File: config.mk
export PLATFORM = sky130hd
export DESIGN_NAME = xor_absorb
export DESIGN_NICKNAME = d
export VERILOG_FILES = /design/src/rtl/ascon_pack.sv /design/src/rtl/xor_absorb_pad.sv /design/src/rtl/xor_absorb.sv
export SDC_FILE = /design/constraint.sdc
export NUM_CORES = 1
export LEC_CHECK = 0
export CORE_AREA = 2 2 334 336
export DETAILED_ROUTE_END_ITERATION = 8
export DIE_AREA = 0 0 336 338
export GPL_ROUTABILITY_DRIVEN = 0
export GPL_TIMING_DRIVEN = 0
export PLACE_DENSITY = 0.44
export RECOVER_POWER = 50
export SLEW_MARGIN = 40
export SYNTH_ARGS = -nofsm -noshare
export SYNTH_HDL_FRONTEND = slang
export SYNTH_SLANG_ARGS = --single-unit
export TNS_END_PERCENT = 20
File: constraint.sdc
create_clock -name clock_i -period 3.6 [get_ports clock_i]
set_input_delay 0.54 -clock clock_i [delete_from_list [all_inputs] [get_ports clock_i]]
set_output_delay 0.54 -clock clock_i [all_outputs]
set_load 0.05 [all_outputs]
File: src/rtl/ascon_pack.sv
// ---------------------------------------------------------------------------
// ascon_pack: shared ASCON types and constants, and the rate padding helper
// used by the absorb stage (and later by the squeeze stage).
//   type_state : 5 x 64-bit ASCON state, word 0 first (state[0:1] is the
//                128-bit rate with state[0] in the upper half).
//   rate_pad() : applies last-block 10* padding to a left-aligned block.
// ---------------------------------------------------------------------------
package ascon_pack;

    localparam int unsigned WORD_W     = 64;
    localparam int unsigned NUM_WORDS  = 5;
    localparam int unsigned KEY_W      = 128;
    localparam int unsigned MAX_RATE_W = 128;
    localparam int unsigned MAX_RATE_B = MAX_RATE_W / 8;

    typedef logic [0:NUM_WORDS-1][WORD_W-1:0] type_state;

    // ASCON-128 / ASCON-128a initialisation vectors
    localparam logic [WORD_W-1:0] IV_ASCON128  = 64'h80400c0600000000;
    localparam logic [WORD_W-1:0] IV_ASCON128A = 64'h80800c0800000000;

    // First byte of padding after the last message byte
    localparam logic [7:0] PAD_BYTE = 8'h80;

    typedef enum logic [1:0] {
        ABS_IDLE = 2'd0,
        ABS_DATA = 2'd1,
        ABS_OUT  = 2'd2
    } absorb_fsm_e;

    // Block is left-aligned in 128 bits (byte 0 = bits 127:120). Narrower
    // rates place their block in the top bytes; any pad byte landing beyond
    // the caller's rate is simply dropped by the caller, which makes a full
    // narrow block and an oversized byte count behave as "no padding".
    function automatic logic [MAX_RATE_W-1:0] rate_pad(
        input logic [MAX_RATE_W-1:0] data,
        input logic [4:0]            nbytes,
        input logic                  last
    );
        logic [MAX_RATE_W-1:0] res;
        logic [4:0]            n;
        res = data;
        n   = (nbytes > 5'(MAX_RATE_B)) ? 5'(MAX_RATE_B) : nbytes;
        if (last) begin
            for (int unsigned b = 0; b < MAX_RATE_B; b++) begin
                if (5'(b) > n) begin
                    res[MAX_RATE_W-1-8*b -: 8] = 8'h00;
                end else if (5'(b) == n) begin
                    res[MAX_RATE_W-1-8*b -: 8] = PAD_BYTE;
                end
            end
        end
        return res;
    endfunction

endpackage

File: src/rtl/xor_absorb_pad.sv
// ---------------------------------------------------------------------------
// xor_absorb_pad: combinational last-block padding of one rate block.
//   data_i       : RATE_W-bit block, byte 0 = MSB
//   bytes_i      : valid bytes (only meaningful with last_i)
//   last_i       : block is the final one of the message
//   data_pad_c_o : padded block (combinational)
// ---------------------------------------------------------------------------
module xor_absorb_pad
    import ascon_pack::*;
#(
    parameter int unsigned RATE_W = 64
) (
    input  logic [RATE_W-1:0]          data_i,
    input  logic [$clog2(RATE_W/8):0]  bytes_i,
    input  logic                       last_i,
    output logic [RATE_W-1:0]          data_pad_c_o
);

    logic [MAX_RATE_W-1:0] data_wide;

    // Left-align the block so the shared 128-bit helper sees byte 0 on top
    assign data_wide    = MAX_RATE_W'(data_i) << (MAX_RATE_W - RATE_W);
    assign data_pad_c_o = RATE_W'(rate_pad(data_wide, 5'(bytes_i), last_i)
                                  >> (MAX_RATE_W - RATE_W));

endmodule

File: src/rtl/xor_absorb.sv
// ---------------------------------------------------------------------------
// xor_absorb: registered begin-of-round XOR stage in front of the ASCON
// permutation. Captures a state, applies key/dom-sep XOR, optionally absorbs
// one padded rate block, and hands the result downstream.
//   clock_i, reset_i               : clock, sync active-high reset
//   state_i/_valid_i/_ready_o      : input state handshake (+ en_* / key_i)
//   data_i/_bytes_i/_last_i/_valid_i/_ready_o : data block handshake
//   state_o/_valid_o/_ready_i      : output state handshake
//   block_cnt_o                    : data blocks absorbed in current message
// ---------------------------------------------------------------------------
module xor_absorb
    import ascon_pack::*;
#(
    parameter int unsigned RATE_W = 64,
    parameter int unsigned CNT_W  = 16
) (
    input  logic                       clock_i,
    input  logic                       reset_i,
    input  type_state                  state_i,
    input  logic                       state_valid_i,
    output logic                       state_ready_o,
    input  logic                       en_xor_data_i,
    input  logic                       en_xor_key_i,
    input  logic                       en_dom_sep_i,
    input  logic [KEY_W-1:0]           key_i,
    input  logic [RATE_W-1:0]          data_i,
    input  logic [$clog2(RATE_W/8):0]  data_bytes_i,
    input  logic                       data_last_i,
    input  logic                       data_valid_i,
    output logic                       data_ready_o,
    output type_state                  state_o,
    output logic                       state_valid_o,
    input  logic                       state_ready_i,
    output logic [CNT_W-1:0]           block_cnt_o
);

    absorb_fsm_e       fsm_q, fsm_d;
    type_state         state_q, state_d;
    logic              state_ready_q, state_ready_d;
    logic              data_ready_q, data_ready_d;
    logic              state_valid_q, state_valid_d;
    logic [CNT_W-1:0]  cnt_q, cnt_d;
    logic              restart_q, restart_d;
    logic [RATE_W-1:0] data_pad_c;
    logic              st_hs, data_hs, out_hs;

    // Ready/valid flags are only high in their own FSM state, so stray
    // inputs in the other states never form a handshake.
    assign st_hs   = state_valid_i & state_ready_q;
    assign data_hs = data_valid_i  & data_ready_q;
    assign out_hs  = state_ready_i & state_valid_q;

    xor_absorb_pad #(
        .RATE_W (RATE_W)
    ) u_pad (
        .data_i       (data_i),
        .bytes_i      (data_bytes_i),
        .last_i       (data_last_i),
        .data_pad_c_o (data_pad_c)
    );

    // FSM state register
    always_ff @(posedge clock_i) begin
        if (reset_i) begin
            fsm_q <= ABS_IDLE;
        end else begin
            fsm_q <= fsm_d;
        end
    end

    // Next-state logic
    always_comb begin
        fsm_d = fsm_q;
        case (fsm_q)
            ABS_IDLE: if (st_hs)   fsm_d = en_xor_data_i ? ABS_DATA : ABS_OUT;
            ABS_DATA: if (data_hs) fsm_d = ABS_OUT;
            ABS_OUT:  if (out_hs)  fsm_d = ABS_IDLE;
            default:               fsm_d = ABS_IDLE;
        endcase
    end

    // Handshake flags decoded from the next state, then registered
    always_comb begin
        state_ready_d = 1'b0;
        data_ready_d  = 1'b0;
        state_valid_d = 1'b0;
        case (fsm_d)
            ABS_IDLE: state_ready_d = 1'b1;
            ABS_DATA: data_ready_d  = 1'b1;
            ABS_OUT:  state_valid_d = 1'b1;
            default:  state_ready_d = 1'b0;
        endcase
    end

    // State datapath: key/dom-sep on capture, rate XOR on data absorb
    always_comb begin
        state_d = state_q;
        if (st_hs) begin
            state_d = state_i;
            if (en_xor_key_i) begin
                state_d[3] = state_i[3] ^ key_i[KEY_W-1 -: WORD_W];
                state_d[4] = state_i[4] ^ key_i[WORD_W-1:0];
            end
            if (en_dom_sep_i) begin
                state_d[4][0] = ~state_d[4][0];
            end
        end else if (data_hs) begin
            state_d[0] = state_q[0] ^ data_pad_c[RATE_W-1 -: WORD_W];
            if (RATE_W == 2 * WORD_W) begin
                state_d[1] = state_q[1] ^ data_pad_c[WORD_W-1:0];
            end
        end
    end

    // Block counter: restarts at 1 on the first block after a last block
    always_comb begin
        cnt_d     = cnt_q;
        restart_d = restart_q;
        if (data_hs) begin
            restart_d = data_last_i;
            if (restart_q) begin
                cnt_d = CNT_W'(1);
            end else if (cnt_q != {CNT_W{1'b1}}) begin
                cnt_d = cnt_q + CNT_W'(1);
            end
        end
    end

    // Output and datapath registers
    always_ff @(posedge clock_i) begin
        if (reset_i) begin
            state_q       <= '0;
            state_ready_q <= 1'b0;
            data_ready_q  <= 1'b0;
            state_valid_q <= 1'b0;
            cnt_q         <= '0;
            restart_q     <= 1'b0;
        end else begin
            state_q       <= state_d;
            state_ready_q <= state_ready_d;
            data_ready_q  <= data_ready_d;
            state_valid_q <= state_valid_d;
            cnt_q         <= cnt_d;
            restart_q     <= restart_d;
        end
    end

    assign state_o       = state_q;
    assign state_ready_o = state_ready_q;
    assign data_ready_o  = data_ready_q;
    assign state_valid_o = state_valid_q;
    assign block_cnt_o   = cnt_q;

endmodule

==> run_results.csv, run 1 <==
group,metric,value,unit
run_status,run_status,"complete, no violations",
yosys,synth_edf_count,0,
clock_tree,cts_sink_count,342,
timing,final-max-slew-violation-count,0,
placed_design,pre_cts_slack,0.203,ns
timing,setup_viol,0,
floorplanning,height_of_the_die,338,um
run,max_cap_violations,0,
yosys,yosys_warnings,0,
timing,period_minus_slack,3.02,ns
clock_tree,tritoncts,"done",
yosys,synth_compound_area_frac,0.186,
critical_path,data_arrival_time_of_the_critical_path,3.51,ns
global_route,grt_start_max_net_pins,13,
route,drt-total-wl,89.8,mm
global_route,initial_antenna_violation_count,20,
global_route,groute.layer.met3.usage,0.0543,
finish,fillCellCount,12200,
global_route,via_count_of_the_first_global_routing_pass,16000,
power,p_leak,9.84,nW
yosys,async_reset_ff_frac,0,
finish,layout-drive-gt1-share,0.0343,
route,avgRoutedWirePerCell,21.4,um
floorplanning,die_wd,336,um
finish,layout_common_cells,"582 x sky130_fd_sc_hd__clkdlybuf4s50_1, 404 x sky130_fd_sc_hd__nand2_1, 342 x sky130_fd_sc_hd__dfxtp_1",
floorplanning,floorplan.die_area,114000,um2
yosys,portion_of_netlist_area_occupied_by_mux_cells,0.00275,
finish,mostFrequentLayoutCell,"sky130_fd_sc_hd__clkdlybuf4s50_1",
timing,final.period_utilization,0.839,
clock_tree,cts-root-to-sink-buffers,3,
route,drc_violation_count_after_routing,0,
timing,report.final.hold_viol_count,0,
critical_path,worstSetupPathType,"input port to register",
route,antenna_left,0,
clock_tree,ctsResizeCount,0,
clock_tree,cts_buffers,44,
timing,fmax,0.331,GHz
route,pre_repair_dr_iteration_count,4,
critical_path,critPathLaunchType,"input port",
yosys,dominant_combinational_cell_family_by_area_after_synthesis,"simple AND/OR/NAND/NOR gates",
global_route,grt_use_met2,0.256,
finish,area_delta_synth_final,82.0,%
yosys,number_of_different_library_cells_in_the_post_synthesis_netlist,49,
power,power.density_cell_area,455,nW/um2
finish,finish.net_count,3203,
floorplanning,std_cell_rows,122,
global_route,grt_usage,0.151,
clock_tree,clock_tree.htree_level_count,2,
timing,max_slew_margin,0.225,
yosys,yosys.area.top_type,"sky130_fd_sc_hd__dfxtp_1",
yosys,post_synthesis_cells,1770,
global_route,grt-busiest-layer,"met2",
yosys,seq_total_area_yosys,0.469,
timing,timing.clock.skew,0.0177,ns
floorplanning,ioPinCount,864,
route,first_iter_violations,651,
placed_design,portBuffers,861,
placed_design,detailed_place_hpwl,73.7,mm
yosys,synthTopCellsByArea,"sky130_fd_sc_hd__dfxtp_1 47%, sky130_fd_sc_hd__xor2_1 11%, sky130_fd_sc_hd__nand2_1 10%",
yosys,ys_ff_latch,342,
yosys,synth-xor-area-share,0.113,
yosys,syn-cell-area,14600,um2
critical_path,critPathMaxFanout,10,
timing,tightestPinTransition,1.17,ns
global_route,global_route_wire_length_before_repair,121,mm
clock_tree,cts.clk_slew.worst_paths,0.05,ns
yosys,synthDominantCellAreaShare,0.469,
floorplanning,initial_utilization,0.133,
timing,setup_total_negative_slack,0,ns
clock_tree,cts.repair_timing.setup_buffer_count,0,
route,detailroute.via_count,16000,
hold_path,worst_hold_path_type,"register to register",
clock_tree,clk-insertion-delay-late,0.60,ns
critical_path,required_time_at_the_endpoint_of_the_critical_path,4.10,ns
floorplanning,design.core.area,110000,um2
power,vdd_ir_drop_max,0.000273,V
clock_tree,clock-root-buffer,"sky130_fd_sc_hd__clkbuf_16",
timing,rsz_0062_raised_after_global_routing,"no",
yosys,synth_top_flop_cell,"sky130_fd_sc_hd__dfxtp_1",
critical_path,worstSetupEndpointType,"register",
yosys,postSynthAreaPerCell,8.24,um2
clock_tree,cts.hold.buffers_added,0,
route,via_per_inst,3.79,
yosys,simple_gate_share_of_the_synthesized_area,0.189,
yosys,synth_fp_nets,2296,
yosys,synth_fa_ha_area_frac,0.000858,
global_route,grt_util_met1,0.176,
timing,finalWorstSetupSlack,0.581,ns
global_route,global_route.overflow_total,0,
metal layers:
| metal | wire length (um) | share of wire | up-vias |
|---|---|---|---|
| met5 | 126 | 0.0014 | - |
| met4 | 2570 | 0.029 | 18 |
| met3 | 8050 | 0.090 | 107 |
| met2 | 42900 | 0.48 | 611 |
| met1 | 36100 | 0.40 | 7363 |
| li1 | - | - | 7856 |
report_power, final:
part,switching [mW],internal [mW],leakage (nW)
Combinational,2.13,1.21,6.34
Clock,1.88,2.60,0.698
Sequential,0.175,4.08,2.80
Total,4.19,7.89,9.84
per-stage QoR:
| stage | power [mW] | utilization | std cells | area, um2 | hold slack, ns |
|---|---|---|---|---|---|
| final | 12.1 | 0.241 | 4205 | 26500 | 0.449 |
| after global placement | 7.84 | 0.228 | 4119 | 25100 | 0.442 |
| after CTS | 12.4 | 0.241 | 4196 | 26500 | 0.411 |
| after global routing | 12.6 | 0.241 | 4197 | 26500 | 0.441 |
| after floorplan | 6.07 | - | 1770 | 14600 | 0.490 |
| after detailed placement | 7.84 | 0.228 | 4119 | 25100 | 0.446 |
Yosys cell counts, types with 2 or more instances:
| cell | instances |
|---|---|
| sky130_fd_sc_hd__a2111o_1 | 6 |
| sky130_fd_sc_hd__a211oi_1 | 187 |
| sky130_fd_sc_hd__a21o_1 | 2 |
| sky130_fd_sc_hd__a21oi_1 | 148 |
| sky130_fd_sc_hd__a311oi_1 | 3 |
| sky130_fd_sc_hd__and2_1 | 7 |
| sky130_fd_sc_hd__and2_2 | 2 |
| sky130_fd_sc_hd__and3_1 | 4 |
| sky130_fd_sc_hd__and4_1 | 4 |
| sky130_fd_sc_hd__buf_1 | 7 |
| sky130_fd_sc_hd__buf_2 | 2 |
| sky130_fd_sc_hd__clkbuf_1 | 134 |
| sky130_fd_sc_hd__dfxtp_1 | 342 |
| sky130_fd_sc_hd__inv_1 | 2 |
| sky130_fd_sc_hd__mux2i_1 | 4 |
| sky130_fd_sc_hd__nand2_1 | 404 |
| sky130_fd_sc_hd__nand2b_1 | 2 |
| sky130_fd_sc_hd__nand3_1 | 29 |
| sky130_fd_sc_hd__nand3b_1 | 2 |
| sky130_fd_sc_hd__nand4_1 | 4 |
| sky130_fd_sc_hd__nand4b_1 | 2 |
| sky130_fd_sc_hd__nor2_1 | 193 |
| sky130_fd_sc_hd__nor2b_1 | 2 |
| sky130_fd_sc_hd__nor4b_1 | 2 |
| sky130_fd_sc_hd__o211ai_1 | 38 |
| sky130_fd_sc_hd__o21ai_0 | 15 |
| sky130_fd_sc_hd__o31ai_1 | 4 |
| sky130_fd_sc_hd__or3_1 | 7 |
| sky130_fd_sc_hd__or4_1 | 6 |
| sky130_fd_sc_hd__xor2_1 | 187 |
kinds of logic after synthesis:
logic type	count (synthesis)
adder cells (fa/ha/maj)	1
multiplexers	4
AO/OA/AOI/OAI	411
AND/OR/NAND/NOR	678
buffers and inverters	146
flip-flops	342
XOR/XNOR	188
critical path, stage by stage:
cell                              delay, ns
sky130_fd_sc_hd__clkdlybuf4s50_1       0.55
sky130_fd_sc_hd__and2_1                0.15
sky130_fd_sc_hd__clkbuf_1              0.22
sky130_fd_sc_hd__clkbuf_1              0.55
sky130_fd_sc_hd__clkbuf_1              0.85
sky130_fd_sc_hd__nand3_1               0.19
sky130_fd_sc_hd__xor2_1                0.19
sky130_fd_sc_hd__a211oi_1              0.24
flip-flops by register name, indices dropped and copies added, names as in the netlist:
signal	flops
state_ready_o	1
fsm_q	2
restart_q	1
state_valid_o	1
data_ready_o	1
state_o	320
block_cnt_o	16
worst paths after layout:
kind / slack [ns] / from / endpoint / depth (start not counted)
worst min-delay path: 0.45 / state_o[249] / state_o[249] / 2
worst max-delay path: 0.58 / data_valid_i / state_o[306] / 8
worst min register to register: 0.45 / state_o[249] / state_o[249] / 2
worst max register to register: 0.62 / data_ready_o / state_o[306] / 7
area by class of cell:
class	instances	area, um2	share of cell area
repair buffers	861	8600	0.324
multi-input cells	1282	7220	0.272
flip-flops and latches	342	6850	0.258
well taps	1488	1860	0.0701
clock buffers	70	1330	0.0501
plain buffers	144	567	0.0214
clock inverters	7	90.1	0.00339
diodes	9	22.5	0.000848
inverters	2	7.51	0.000283
(Power assumes the default switching activity.)
==> run 2: changes to the inputs <==
--- a/config.mk
+++ b/config.mk
@@ -5,12 +5,12 @@
 export SDC_FILE = /design/constraint.sdc
 export NUM_CORES = 1
 export LEC_CHECK = 0
-export CORE_AREA = 2 2 334 336
+export CORE_AREA = 2 2 336 338
 export DETAILED_ROUTE_END_ITERATION = 8
-export DIE_AREA = 0 0 336 338
+export DIE_AREA = 0 0 338 340
 export GPL_ROUTABILITY_DRIVEN = 0
 export GPL_TIMING_DRIVEN = 0
-export PLACE_DENSITY = 0.44
+export PLACE_DENSITY = 0.45
 export RECOVER_POWER = 50
 export SLEW_MARGIN = 40
 export SYNTH_ARGS = -nofsm -noshare
==> constraint.sdc (replaced) <==
create_clock -name clock_i -period 2.5 [get_ports clock_i]
set_input_delay 0.375 -clock clock_i [delete_from_list [all_inputs] [get_ports clock_i]]
set_output_delay 0.375 -clock clock_i [all_outputs]
set_load 0.05 [all_outputs]
==> run_results.csv, run 2 (synthesis gave the netlist of run 1 again) <==
group,metric,value,unit
power,power.density_cell_area,660,nW/um2
floorplanning,ioPinCount,864,
finish,area_delta_synth_final,82.7,%
critical_path,worstSetupPathType,"input port to register",
route,detailroute.via_count,16000,
finish,final-instance-count-excl-fill,4217,
clock_tree,tritoncts,"done",
timing,period_minus_slack,2.45,ns
timing,timing.clock.skew,0.0194,ns
timing,rsz_0062_raised_after_global_routing,"yes",
floorplanning,std_cell_rows,123,
placed_design,portBuffers,861,
run_status,run_status,"complete, no violations",
critical_path,worstSetupEndpointType,"register",
timing,final.period_utilization,0.981,
critical_path,crit_path_max_incr_delay,0.62,ns
global_route,grt_start_max_net_pins,13,
clock_tree,cts.hold.buffers_added,0,
power,cell_internal_pwr,11.5,mW
power,fraction_of_power_consumed_by_sequential_logic,0.348,
timing,fmax,0.408,GHz
route,avgRoutedWirePerCell,21.2,um
finish,largest_register_ffs,320,
clock_tree,cts.clk_slew.worst_paths,0.06,ns
clock_tree,clock-root-buffer,"sky130_fd_sc_hd__clkbuf_16",
critical_path,timing.critical_path.cells,"clkdlybuf4s50_1 -> or3b_2 -> clkbuf_1 -> clkbuf_1 -> o211ai_1 -> xor2_1 -> a211oi_1",
clock_tree,clk-insertion-delay-late,0.60,ns
route,drc_violation_count_after_routing,0,
global_route,grt_usage,0.149,
power,netSwitchingFraction,0.344,
clock_tree,cts.repair_timing.setup_buffer_count,0,
route,pre_repair_dr_iteration_count,5,
placed_design,detailed_place_hpwl,73.8,mm
power,vdd_ir_drop_max,0.000410,V
timing,max_slew_margin,0.209,
power,p_leak,9.95,nW
timing,final-max-slew-violation-count,0,
global_route,via_count_of_the_first_global_routing_pass,16100,
global_route,initial_antenna_violation_count,24,
power,clockPowerShare,0.377,
finish,layout-drive-gt1-share,0.0454,
route,drt-total-wl,89.6,mm
timing,setup_total_negative_slack,0,ns
hold_path,hold-path-cell-count,3,
clock_tree,cts_buffers,44,
global_route,global_route.overflow_total,0,
route,first_iter_violations,695,
timing,tightestPinTransition,1.19,ns
route,via_per_inst,3.80,
finish,layout_common_cells,"585 x sky130_fd_sc_hd__clkdlybuf4s50_1, 404 x sky130_fd_sc_hd__nand2_1, 342 x sky130_fd_sc_hd__dfxtp_1",
floorplanning,initial_utilization,0.131,
critical_path,critPathMaxFanout,10,
critical_path,data_arrival_time_of_the_critical_path,2.96,ns
critical_path,critPathLaunchType,"input port",
clock_tree,cts_sink_count,342,
floorplanning,design.core.area,112000,um2
hold_path,worst_hold_path_type,"input port to register",
finish,mostFrequentLayoutCell,"sky130_fd_sc_hd__clkdlybuf4s50_1",
clock_tree,clock_tree.htree_level_count,2,
placed_design,place.detailed.instances,4131,
timing,setup_viol,0,
global_route,global_route_wire_length_before_repair,121,mm
floorplanning,floorplan.die_area,115000,um2
critical_path,required_time_at_the_endpoint_of_the_critical_path,3.01,ns
power,power.share.combinational,0.275,
floorplanning,height_of_the_die,340,um
critical_path,reg2reg_depth,6,
timing,report.final.hold_viol_count,0,
run,max_cap_violations,0,
critical_path,worst_path_most_repeated_cell,"sky130_fd_sc_hd__clkbuf_1",
finish,finish.net_count,3203,
route,antenna_left,0,
clock_tree,cts-root-to-sink-buffers,3,
floorplanning,die_wd,338,um
critical_path,critPathSlowestCell,"sky130_fd_sc_hd__clkdlybuf4s50_1",
power,net-switching-power,6.04,mW
## run 2: final timing paths
path,start,end,slack [ns]
worst max-delay path,data_last_i,state_o[315],0.05
worst min-delay path,state_i[174],state_o[174],0.31
worst max register to register,data_ready_o,state_o[315],0.14
worst min register to register,state_o[216],state_o[216],0.45
## run 2: power by group through the flow
stage | Combinational (mW) | Clock [mW] | Sequential (mW)
2_1_floorplan | 1.08 | 0 | 7.66
3_3_place_gp | 5.01 | 0 | 6.23
3_5_place_dp | 5.01 | 0 | 6.25
4_1_cts | 5.03 | 6.87 | 6.13
5_1_grt | 5.12 | 7.06 | 6.16
6_report | 4.83 | 6.63 | 6.11
## run 2: timing repair
item / in CTS / in global routing
endpoints found under the setup margin: 34 / 110
gates resized for setup: 6 / 26
pin swaps: 0 / 1
## run 2: final cells by class
type	instances	area (um2)
fill	12300	84900
timing repair buffer	861	8600
multi-input combinational	1282	7220
sequential	342	6850
tap	1500	1880
clock buffer	65	1290
buffer	144	601
clock inverter	14	183
antenna	7	17.5
inverter	2	7.51
## run 2: stage by stage
step	instance area (um2)	worst slack, ns	util	power, mW	hold slack [ns]
after floorplan	14600	0.434	-	8.74	0.490
after global placement	25100	-1.74	0.225	11.2	0.442
after detailed placement	25100	-0.837	0.225	11.3	0.446
after CTS	26600	0.00865	0.238	18.0	0.245
after global routing	26600	-0.0215	0.239	18.3	0.267
final	26600	0.0468	0.239	17.6	0.311
## run 2: layer usage
| layer | up-vias | GRT usage | part of all wire |
|---|---|---|---|
| met5 | - | 0 | 0.0014 |
| met4 | 20 | 0.0428 | 0.024 |
| met3 | 104 | 0.0490 | 0.086 |
| met2 | 613 | 0.256 | 0.48 |
| met1 | 7438 | 0.176 | 0.41 |
| li1 | 7861 | - | - |
## run 2: critical path, delay by kind of cell
| family | cells | cell delay, ns |
|---|---|---|
| buf+inv | 3 | 1.22 |
| xor+xnor | 1 | 0.14 |
| compound gates | 2 | 0.76 |
| simple gates | 1 | 0.46 |
